<file path="src/rtl/vga_rx_monitor.sv">
// vga_rx_monitor: VGA receive capture with timing lock and frame error tracking.
// Define VGA_RX_FRAME_SUM_EN to build the per-frame {B,G,R} checksum on oFRAME_SUM.
module vga_rx_monitor #(
    parameter int H_ACTIVE    = 640,
    parameter int V_ACTIVE    = 480,
    parameter int LOCK_FRAMES = 2
) (
    input  logic        vga_clk,
    input  logic        reset,
    input  logic        iHS,
    input  logic        iVS,
    input  logic        iBLANK_n,
    input  logic [7:0]  iB,
    input  logic [7:0]  iG,
    input  logic [7:0]  iR,
    output logic        oPIX_VALID,
    output logic [23:0] oPIX_DATA,
    output logic [9:0]  oX,
    output logic [9:0]  oY,
    output logic        oFRAME_DONE,
    output logic        oLOCKED,
    output logic        oERR,
    output logic [7:0]  oERR_CNT,
    output logic [31:0] oFRAME_SUM
);

    typedef enum logic [1:0] {
        SEARCH  = 2'd0,
        MEASURE = 2'd1,
        LOCKED  = 2'd2
    } state_t;

    localparam logic [9:0] H_ACT  = 10'(H_ACTIVE);
    localparam logic [9:0] V_ACT  = 10'(V_ACTIVE);
    localparam logic [3:0] LOCK_N = 4'(LOCK_FRAMES);
    localparam logic [9:0] XY_MAX = 10'd1023;

    logic        hs1_q, hs1_d, hs2_q, hs2_d;
    logic        vs1_q, vs1_d, vs2_q, vs2_d;
    logic        bl1_q, bl1_d, bl2_q, bl2_d;
    logic [23:0] pix1_q, pix1_d;

    logic [9:0]  x_q, x_d, y_q, y_d;
    logic        bad_q, bad_d;
    logic [3:0]  good_q, good_d;
    state_t      state_q, state_d;
    logic        err_q, err_d;
    logic [7:0]  err_cnt_q, err_cnt_d;
    logic        done_q, done_d;
    logic        pv_q, pv_d;
    logic [23:0] pd_q, pd_d;
    logic [9:0]  ox_q, ox_d, oy_q, oy_d;

    logic        line_end, frame_start, line_bad, frame_bad;
    logic [9:0]  x_inc, y_inc, y_end;
    logic [3:0]  good_inc;
    logic        unused_hs;

    // HS is captured alongside VS/BLANK but nothing downstream needs it.
    assign unused_hs = hs1_q ^ hs2_q;

    always_comb begin
        hs1_d  = iHS;
        vs1_d  = iVS;
        bl1_d  = iBLANK_n;
        pix1_d = {iB, iG, iR};
        hs2_d  = hs1_q;
        vs2_d  = vs1_q;
        bl2_d  = bl1_q;

        line_end    = bl2_q & ~bl1_q;
        frame_start = vs2_q & ~vs1_q;
        x_inc       = (x_q == XY_MAX) ? XY_MAX : x_q + 10'd1;
        y_inc       = (y_q == XY_MAX) ? XY_MAX : y_q + 10'd1;
        line_bad    = line_end & (x_q != H_ACT);
        // A coincident line end belongs to the frame that is ending.
        y_end       = line_end ? y_inc : y_q;
        frame_bad   = bad_q | line_bad | (y_end != V_ACT);

        x_d = x_q;
        if (line_end) begin
            x_d = 10'd0;
        end else if (bl1_q) begin
            x_d = x_inc;
        end

        y_d = y_q;
        if (frame_start) begin
            y_d = 10'd0;
        end else if (line_end) begin
            y_d = y_inc;
        end

        bad_d = bad_q;
        if (frame_start) begin
            bad_d = 1'b0;
        end else if (line_bad) begin
            bad_d = 1'b1;
        end

        pv_d   = bl1_q & (state_q != SEARCH);
        pd_d   = pv_d ? pix1_q : pd_q;
        ox_d   = pv_d ? x_q : ox_q;
        oy_d   = pv_d ? y_q : oy_q;
        done_d = frame_start & (state_q != SEARCH);
    end

    always_comb begin
        state_d   = state_q;
        good_d    = good_q;
        err_d     = err_q;
        err_cnt_d = err_cnt_q;
        good_inc  = good_q + 4'd1;
        if (frame_start) begin
            unique case (state_q)
                SEARCH: begin
                    state_d = MEASURE;
                    good_d  = 4'd0;
                end
                MEASURE: begin
                    if (frame_bad) begin
                        good_d = 4'd0;
                    end else begin
                        good_d = good_inc;
                        if (good_inc == LOCK_N) begin
                            state_d = LOCKED;
                        end
                    end
                end
                LOCKED: begin
                    if (frame_bad) begin
                        state_d   = SEARCH;
                        good_d    = 4'd0;
                        err_d     = 1'b1;
                        err_cnt_d = (err_cnt_q == 8'hFF) ? 8'hFF
                                                         : err_cnt_q + 8'd1;
                    end
                end
                default: begin
                    state_d = SEARCH;
                    good_d  = 4'd0;
                end
            endcase
        end
    end

    always_ff @(posedge vga_clk or posedge reset) begin
        if (reset) begin
            hs1_q     <= 1'b1;
            hs2_q     <= 1'b1;
            vs1_q     <= 1'b1;
            vs2_q     <= 1'b1;
            bl1_q     <= 1'b1;
            bl2_q     <= 1'b1;
            pix1_q    <= 24'd0;
            x_q       <= 10'd0;
            y_q       <= 10'd0;
            bad_q     <= 1'b0;
            pv_q      <= 1'b0;
            pd_q      <= 24'd0;
            ox_q      <= 10'd0;
            oy_q      <= 10'd0;
            done_q    <= 1'b0;
        end else begin
            hs1_q     <= hs1_d;
            hs2_q     <= hs2_d;
            vs1_q     <= vs1_d;
            vs2_q     <= vs2_d;
            bl1_q     <= bl1_d;
            bl2_q     <= bl2_d;
            pix1_q    <= pix1_d;
            x_q       <= x_d;
            y_q       <= y_d;
            bad_q     <= bad_d;
            pv_q      <= pv_d;
            pd_q      <= pd_d;
            ox_q      <= ox_d;
            oy_q      <= oy_d;
            done_q    <= done_d;
        end
    end

    always_ff @(posedge vga_clk or posedge reset) begin
        if (reset) begin
            state_q   <= SEARCH;
            good_q    <= 4'd0;
            err_q     <= 1'b0;
            err_cnt_q <= 8'd0;
        end else begin
            state_q   <= state_d;
            good_q    <= good_d;
            err_q     <= err_d;
            err_cnt_q <= err_cnt_d;
        end
    end

`ifdef VGA_RX_FRAME_SUM_EN
    logic [31:0] acc_q, acc_d, fsum_q, fsum_d, pix_term;

    always_comb begin
        pix_term = bl1_q ? {8'd0, pix1_q} : 32'd0;
        acc_d    = frame_start ? pix_term : acc_q + pix_term;
        fsum_d   = done_d ? acc_q : fsum_q;
    end

    always_ff @(posedge vga_clk or posedge reset) begin
        if (reset) begin
            acc_q  <= 32'd0;
            fsum_q <= 32'd0;
        end else begin
            acc_q  <= acc_d;
            fsum_q <= fsum_d;
        end
    end

    assign oFRAME_SUM = fsum_q;
`else
    assign oFRAME_SUM = 32'd0;
`endif

    assign oPIX_VALID  = pv_q;
    assign oPIX_DATA   = pd_q;
    assign oX          = ox_q;
    assign oY          = oy_q;
    assign oFRAME_DONE = done_q;
    assign oLOCKED     = (state_q == LOCKED);
    assign oERR        = err_q;
    assign oERR_CNT    = err_cnt_q;

endmodule

</file>
<file path="config.mk">
export PLATFORM = sky130hd
export DESIGN_NAME = vga_rx_monitor
export DESIGN_NICKNAME = d
export VERILOG_FILES = /design/src/rtl/vga_rx_monitor.sv
export SDC_FILE = /design/constraint.sdc
export NUM_CORES = 1
export LEC_CHECK = 0
export ABC_AREA = 1
export CORE_UTILIZATION = 56
export CTS_BUF_LIST = sky130_fd_sc_hd__clkbuf_2 sky130_fd_sc_hd__clkbuf_4 sky130_fd_sc_hd__clkbuf_8
export CTS_CLUSTER_DIAMETER = 30
export DETAILED_ROUTE_END_ITERATION = 8
export PLACE_DENSITY_LB_ADDON = 0.12
export SETUP_SLACK_MARGIN = 0.5
export SYNTH_ARGS = -nofsm -noshare
export SYNTH_HDL_FRONTEND = slang
export SYNTH_SLANG_ARGS = --single-unit
export TNS_END_PERCENT = 50
</file>
<file path="constraint.sdc">
create_clock -name vga_clk -period 6 [get_ports vga_clk]
set_input_delay 0.6 -clock vga_clk [delete_from_list [all_inputs] [get_ports vga_clk]]
set_output_delay 0.6 -clock vga_clk [all_outputs]
set_load 0.05 [all_outputs]
</file>
==> flow_metrics.tcl, run 1 <==
set metrics [dict create \
    p_leak_nw 2.86 \
    finalMaxSlewViolations 0 \
    yosysTopAreaCell "dfrtp_1" \
    avgSynthCellArea_um2 9.15 \
    core_um2 8680 \
    via_count 3654 \
    yosysMostFrequentCell "nand2_1" \
    critical_path.top_delay_family "simple AND/OR/NAND/NOR gates" \
    ys_async_sr_fraction_pct 100 \
    cp.required_ns 6.27 \
    power_density_nw_per_um2 402 \
    synthCells 544 \
    cts_root_buffer "clkbuf_8" \
    port_buffers 83 \
    max_slew_margin_pct 29.2 \
    timing.final.ws_setup_ns 3.24 \
    ys_top_cells_by_count "154 x nand2_1, 106 x dfrtp_1, 49 x inv_1" \
    synth_top_flop_cell "dfrtp_1" \
    cts_buffer_depth 2 \
    cp_slowest_stage_delay_ns 0.82 \
    p_switching_mw 1.04 \
    postCtsSetupBuffers 0 \
    die-area_um2 9270 \
    nFillCells 713 \
    cts_tree "done" \
    hold_path_class "reg -> reg" \
    yosys-top-cells-area "dfrtp_1 53%, nand2_1 12%, buf_4 4.8%, o21ai_0 4.0%, inv_1 3.7%" \
    antenna_found_initial 0 \
    r2r_cells 4 \
    cts.sinks 110 \
    ant_nets 0 \
    overflow 0 \
    clkSlewWorstSetupHoldPaths_ns 0.11 \
    die_h_um 96.3 \
    min_path_cells 0 \
    cts_hold_buf 0 \
    synth_area_um2 4980 \
    setup_viol_count_final 0 \
    synth.ff_latch_count 110 \
    area_delta_synth_final_pct 20.3 \
    worstMarginPinSlew_ns 1.06 \
    reg2reg_to "oX[1]" \
    end_kind "register" \
    via_per_inst 4.94 \
    wire_per_inst_um 12.5 \
    combPwrFrac_pct 40.6 \
    power.total_mw 2.41 \
    maxCapViolations 0 \
    pre_cts_ws_ns 3.20 \
    start_util_pct 57.4 \
    arrival_ns 3.02 \
    clk_latency_ns 0.37 \
    path_max_fanout 64 \
    regToRegStartpoint "bl1_q" \
    rsz0062_at_grt "false" \
    synth_cell_type_count 37 \
    cts_max_level 3 \
    post_route_cells_drive_above_1_share_pct 11.4 \
    drt-total-wl_mm 9.25 \
    numCtsBuffers 9 \
    crit_chain "inv_6 -> nor2_2 -> inv_2 -> o21ai_0" \
    p_sw_share_pct 43.1 \
    critPathLaunchType "register" \
    grt_pass1_vias 3447 \
    power.internal_mw 1.37 \
    fmax_mhz 363 \
    setup_tns_ns 0 \
    finalCriticalPeriod_ns 2.76 \
    timing.hold.worst_endpoint "vs2_q" \
    outcome "completed" \
    synth_edf_count 0 \
    dpl.cell_count 724 \
    hold_violations 0 \
    ios 117 \
    critPathSlowestCell "nor2_2" \
    ir_drop_uv 308 \
    diodes 0 \
    die_x_um 96.3 \
    final_nets 662 \
    ys.warnings.count 0 \
    clkPwrFrac_pct 19.6 \
    rows 34 \
    grt_pass1_wl_mm 15.3 \
    grt_use_total_pct 21.8 \
    clock_skew_ns 0.0129 \
    fin_cells 740 \
    gp_congestion 0.888 \
    grt_max_degree 65 \
    dp_hpwl_mm 6.48 \
    min-delay-start "vs1_q" \
    cts_resized 0 \
    drcViolationCount 0 \
    critPathKind "reg -> reg" \
    yosysSeqAreaShare_pct 55.4 \
    dr.first_iter.drc_count 154 \
    seqPwrFrac_pct 39.8 \
    critical_path_buf_inv_count 2 \
    yosysTopAreaCellShare_pct 53.3 \
    first_pass_iters 6 \
    reg2reg_slack_ns 3.24 \
    fin_crit_sh_pct 45.9 \
]
worst max path at each step:
stage,start,to,slack [ns],depth (start not counted)
2_1_floorplan,reset,bad_q,2.50,1
3_3_place_gp,bl1_q,oY[5],3.22,4
3_5_place_dp,bl1_q,oX[6],3.20,4
4_1_cts,bl1_q,oX[1],3.16,4
5_1_grt,bl1_q,oY[0],2.93,4
6_report,bl1_q,oX[1],3.24,4
flip-flops by register name, indices dropped and copies added (netlist names):
signal and count:
vs2_q 1, x_q 10, bl2_q 1, oERR_CNT 8
bl1_q 1, oPIX_VALID 1, oPIX_DATA 24, oFRAME_DONE 1
oY 10, y_q 10, state_q 2, bad_q 1
oX 10, vs1_q 1, oERR 1, pix1_q 24
good_q 4
cells by family after synthesis:
| group | share of synthesized area (%) |
|---|---|
| XOR/XNOR | 1.41 |
| flip-flops | 55.4 |
| other | 0.0753 |
| AO/OA/AOI/OAI | 7.59 |
| AND/OR/NAND/NOR | 23.4 |
| buffers and inverters | 10.7 |
| adder cells (fa/ha/maj) | 1.51 |
stage by stage:
| step | cell area [um^2] | util (%) | hold slack (ns) |
|---|---|---|---|
| global route | 5990 | 69.0 | 0.385 |
| finish | 5990 | 69.0 | 0.373 |
| global placement | 5770 | 66.5 | 0.356 |
| CTS | 5990 | 69.0 | 0.380 |
| detailed placement | 5770 | 66.5 | 0.364 |
| floorplan | 5100 | - | 0.354 |
power by group through the flow:
stage | Clock [mW] | Sequential (mW) | Combinational [mW]
2_1_floorplan | 0 | 1.35 | 0.303
4_1_cts | 0.482 | 0.959 | 0.989
6_report | 0.472 | 0.957 | 0.978
5_1_grt | 0.512 | 0.975 | 1.05
3_3_place_gp | 0 | 0.965 | 0.974
3_5_place_dp | 0 | 0.969 | 0.987
placed cells by master, fill, tap and decap left out, drive strengths merged:
cell type / n
nand2: 166
dfrtp: 106
clkdlybuf4s50: 83
inv: 61
o21ai: 56
nor2: 50
conb: 32
nand3: 23
clkbuf: 10
nand4: 7
xor2: 7
ha: 6
a21oi: 6
dfstp: 4
nor3: 3
o22ai: 3
clkinv: 2
o211ai: 1
xnor2: 1
or2: 1
nor4: 1
clkinvlp: 1
bufinv: 1
buf: 1
final cells by class:
cell class / count / area [um^2] / share of cell area [%]
sequential: 110 / 2760 / 46.0
multi-input combinational: 363 / 1810 / 30.2
timing repair buffer: 84 / 838 / 14.0
inverter: 59 / 234 / 3.91
clock buffer: 10 / 138 / 2.30
tap: 108 / 135 / 2.26
clock inverter: 6 / 77.6 / 1.30
worst register-to-register path, cell delays in order, from the launching register on:
cell and delay, ns:
dfstp_2 0.70, inv_6 0.08, nor2_2 0.82, inv_2 0.68
o21ai_0 0.37
metal layers:
| metal | global-route usage (%) | vias to the layer above | wire length (um) |
|---|---|---|---|
| met1 | 27.2 | 1719 | 4110 |
| met5 | 0 | - | 0 |
| met4 | 9.56 | 0 | 216 |
| li1 | - | 1801 | - |
| met2 | 35.2 | 116 | 4310 |
| met3 | 6.16 | 18 | 619 |
No activity file was read; power rests on OpenSTA's default activity.
==> run 2: changes to the inputs <==
- CORE_UTILIZATION: 56 -> 47
- clock period: 6 -> 2.5 ns (I/O delays scaled with it)
==> flow_metrics.tcl, run 2 (synthesis gave the netlist of run 1 again) <==
set metrics [dict create \
    outcome "completed" \
    ir_drop_uv 571 \
    die-area_um2 11000 \
    port_buffers 83 \
    setup_viol_count_final 0 \
    gp_congestion 0.902 \
    cts.sinks 110 \
    critPathSlowestCell "dfstp_2" \
    post_route_cells_drive_above_1_share_pct 16.2 \
    fin_hold_ws_ns 0.269 \
    hold_violations 0 \
    overflow 0 \
    critPathKind "reg -> reg" \
    worstMarginPinSlew_ns 0.559 \
    finalMaxSlewViolations 0 \
    via_per_inst 4.69 \
    die_x_um 105 \
    mostFrequentLayoutCell "nand2_1" \
    rsz0062_at_grt "true" \
    dpl.cell_count 758 \
    critical_path.top_delay_family "simple AND/OR/NAND/NOR gates" \
    cts_buffer_depth 2 \
    path_max_fanout 7 \
    diodes 0 \
    cts_tree "done" \
    core_um2 10300 \
    fin_crit_sh_pct 79.0 \
    grt_use_total_pct 18.3 \
    cp.required_ns 2.77 \
    nFillCells 892 \
    via_count 3679 \
    fmax_mhz 506 \
    critPathLaunchType "register" \
    grt_pass1_wl_mm 16.1 \
    rows 37 \
    grt_max_degree 43 \
    drcViolationCount 0 \
    ios 117 \
    hold_path_class "in -> async" \
    p_leak_nw 2.99 \
    clkSlewWorstSetupHoldPaths_ns 0.12 \
    area_delta_synth_final_pct 26.3 \
    grt_pass1_vias 3466 \
    fin_cells 784 \
    ant_nets 0 \
    dp_hpwl_mm 6.74 \
    numCtsBuffers 9 \
    layout_common_cells "152 x nand2_1, 106 x dfrtp_1, 82 x clkdlybuf4s50_1" \
    finalCriticalPeriod_ns 1.98 \
    start_util_pct 48.5 \
    final_nets 678 \
    power_density_nw_per_um2 925 \
    maxCapViolations 0 \
    setup_tns_ns 0 \
    crit_chain "nand2_8 -> nor2_8 -> nand3_2 -> nand2_1 -> nand2_2 -> inv_2 -> nand2_2 -> nor2_4 -> nand3_4 -> nand2_8 -> clkinv_8 -> or2_1" \
    cp_slowest_stage_delay_ns 0.61 \
    cts_root_buffer "clkbuf_8" \
    clk_latency_ns 0.37 \
    antenna_found_initial 0 \
    max_slew_margin_pct 62.5 \
    die_h_um 105 \
    drt-total-wl_mm 9.72 \
    clock_skew_ns 0.0207 \
    first_pass_iters 4 \
    critical_path_buf_inv_count 2 \
    end_kind "register" \
    wire_per_inst_um 12.4 \
    arrival_ns 2.25 \
    dr.first_iter.drc_count 176 \
    cts_max_level 3 \
]
-- run 2: timing repair --
| item | 4_1_cts | 5_1_grt |
|---|---|---|
| gates resized for setup | 3 | 26 |
| cloned | 0 | 1 |
| setup buffers | 2 | 7 |
| pin swaps | 0 | 15 |
| hold buffers | 0 | 0 |
| setup endpoints to repair | 9 | 21 |
-- run 2: per-stage QoR --
step           utilization [%]  area (um^2)  total power, mW  setup WS, ns
2_1_floorplan                -         5100             3.97         0.634
3_3_place_gp              57.3         5890             4.71         0.467
3_5_place_dp              57.3         5890             4.74         0.448
4_1_cts                   59.6         6120             5.84         0.523
5_1_grt                   61.2         6290             6.12         0.411
6_report                  61.2         6290             5.82         0.525
-- run 2: final timing paths --
path | startpoint | to | slack (ns) | cells after the start
max | bl2_q | oERR | 0.52 | 12
min | reset | oERR_CNT[4] | 0.27 | 2
max reg2reg | bl2_q | oERR | 0.52 | 12
min reg2reg | vs1_q | vs2_q | 0.38 | 0
max in group asynchronous | reset | pix1_q[9] | 1.62 | 3
min in group vga_clk | iBLANK_n | bl1_q | 0.27 | 1
-- run 2: metal layers --
| metal | GRT usage, % | up-vias | part of all wire (%) |
|---|---|---|---|
| li1 | - | 1833 | - |
| met1 | 24.1 | 1726 | 44 |
| met2 | 28.1 | 108 | 47 |
| met3 | 5.93 | 12 | 7.4 |
| met4 | 6.94 | 0 | 1.3 |
| met5 | 0 | - | 0 |
-- run 2: cell type report --
cell class | count | area, um^2 | share of cell area [%]
clock buffers | 9 | 124 | 1.97
well taps | 136 | 170 | 2.71
clock inverters | 7 | 86.3 | 1.37
multi-input cells | 363 | 1890 | 30.1
inverters | 59 | 250 | 3.98
repair inverters | 1 | 8.76 | 0.139
repair buffers | 99 | 1000 | 15.9
flip-flops and latches | 110 | 2760 | 43.8
-- run 2: where the power goes --
group          total [mW]  switching [mW]  leakage (nW)  internal [mW]
registers            2.29           0.191          1.40           2.10
clock network        1.08           0.677         0.105          0.406
logic                2.44            1.71          1.48          0.735
==> run 3: changes to the inputs <==
- CORE_UTILIZATION: 47 -> 52
- clock period: 2.5 -> 1.9 ns (I/O delays scaled with it)
==> flow_metrics.tcl, run 3 (synthesis gave the netlist of run 1 again) <==
set metrics [dict create \
    drcViolationCount 0 \
    cts_tree "done" \
    grt_max_degree 111 \
    final_nets 701 \
    dp_hpwl_mm 6.55 \
    clkPwrFrac_pct 18.7 \
    diodes 0 \
    numCtsBuffers 9 \
    p_sw_share_pct 43.1 \
    fin_hold_ws_ns 0.213 \
    post_route_cells_drive_above_1_share_pct 27.7 \
    critPathSlowestCell "dfstp_2" \
    maxCapViolations 0 \
    critical_path.top_delay_family "simple AND/OR/NAND/NOR gates" \
    cts.sinks 110 \
    end_kind "register" \
    overflow 0 \
    combPwrFrac_pct 42.4 \
    reg2reg_slack_ns -0.006 \
    power.total_mw 7.76 \
    critPathLaunchType "register" \
    core_um2 9240 \
    clock_skew_ns 0.0137 \
    cts_root_buffer "clkbuf_8" \
    rows 35 \
    outcome "finished, violations left" \
    hold_path_class "in -> reg" \
    ios 117 \
    area_delta_synth_final_pct 34.7 \
    p_switching_mw 3.35 \
    fmax_mhz 525 \
    setup_viol_count_final 2 \
    dr.first_iter.drc_count 125 \
    critical_path_buf_inv_count 2 \
    start_util_pct 53.9 \
    antenna_found_initial 0 \
    clkSlewWorstSetupHoldPaths_ns 0.11 \
    cts_hold_buf 0 \
    worstMarginPinSlew_ns 0.575 \
    die_h_um 99.9 \
    violations "setup timing" \
    final_util_pct 72.6 \
    p_leak_nw 3.55 \
    cts_buffer_depth 2 \
    grt_pass1_vias 3737 \
    rsz0062_at_grt "true" \
    first_pass_iters 4 \
    path_max_fanout 12 \
    die-area_um2 9970 \
    grt_use_total_pct 21.9 \
    finalMaxSlewViolations 0 \
    mostFrequentLayoutCell "nand2_1" \
    gp_congestion 0.831 \
    finalCriticalPeriod_ns 1.91 \
    timing.final.ws_setup_ns -0.00637 \
    crit_chain "nand2_8 -> buf_4 -> nor2_1 -> nand2_1 -> nand2_2 -> nand3_2 -> nor2_4 -> nand3_4 -> nand2_4 -> inv_8 -> or2_1" \
    power.internal_mw 4.42 \
    layout_common_cells "146 x nand2_1, 104 x dfrtp_1, 41 x inv_1" \
    cp.depth 11 \
    min_path_cells 1 \
    power_density_nw_per_um2 1160 \
    min-delay-start "iVS" \
    via_per_inst 4.81 \
    ant_nets 0 \
    critPathKind "reg -> reg" \
    drt-total-wl_mm 10.3 \
    arrival_ns 2.17 \
    fin_crit_sh_pct 100 \
    cts_max_level 3 \
    cp_slowest_stage_delay_ns 0.60 \
    max_slew_margin_pct 61.7 \
    seqPwrFrac_pct 38.9 \
    wire_per_inst_um 12.9 \
    port_buffers 83 \
    pre_cts_ws_ns -0.0285 \
    cp.required_ns 2.17 \
    regToRegStartpoint "bl2_q" \
    ir_drop_uv 814 \
    grt_pass1_wl_mm 17.0 \
    clk_latency_ns 0.37 \
    cp-startpoint "bl2_q" \
    hold_violations 0 \
    r2r_cells 11 \
    die_x_um 99.9 \
    via_count 3847 \
]
==> run 3: changes by cell type in the layout (fill, tap and decap cells not counted), sizes merged, moves of 2 or more <==
| cell | previous run | this run |
|---|---|---|
| dlymetal6s2s | 0 | 28 |
| clkbuf | 9 | 12 |
| clkdlybuf4s15 | 0 | 21 |
| inv | 61 | 58 |
| clkinv | 5 | 2 |
| buf | 16 | 45 |
| clkdlybuf4s50 | 82 | 27 |
| clkinvlp | 1 | 3 |
==> run 3: power by group through the flow <==
stage	Sequential, mW	Combinational, mW	Clock (mW)
floorplan	4.27	0.959	0
global placement	3.04	3.15	0
detailed placement	3.06	3.18	0
CTS	3.02	3.25	1.48
global route	3.08	3.51	1.58
finish	3.02	3.29	1.45
==> run 3: timing repair <==
item                       CTS  global route
gates resized for setup    123            90
pin swaps                   14            20
buffers inserted            19             6
setup endpoints to repair   95           107
==> run 3: path summary, 6_finish.rpt <==
| path | endpoint |
|---|---|
| max | oERR |
| min | vs1_q |
| max reg2reg | oERR |
| min reg2reg | vs2_q |
| max in group asynchronous | oERR_CNT[1] |
| min in group asynchronous | x_q[0] |
==> run 3: routing by layer <==
layer  track usage (%)  wire (um)
met1              28.2       4460
met2              35.1       4910
met3              5.92        682
met5                 0          0
met4              9.39        228
==> run 3: final cells by class <==
type | count | area (um^2)
Clock buffer | 11 | 145
Sequential cell | 110 | 2760
Multi-Input combinational cell | 363 | 2040
Fill cell | 655 | 2530
Clock inverter | 5 | 58.8
Inverter | 59 | 245
Timing Repair Buffer | 123 | 1290
Tap cell | 129 | 161
==> run 3: stage by stage <==
step / TNS [ns] / std cells / area [um^2]
2_1_floorplan: 0 / 575 / 5110
5_1_grt: -1.28 / 800 / 6710
3_5_place_dp: -0.0387 / 759 / 5930
6_report: -0.0113 / 800 / 6710
3_3_place_gp: 0 / 759 / 5930
4_1_cts: 0 / 794 / 6440
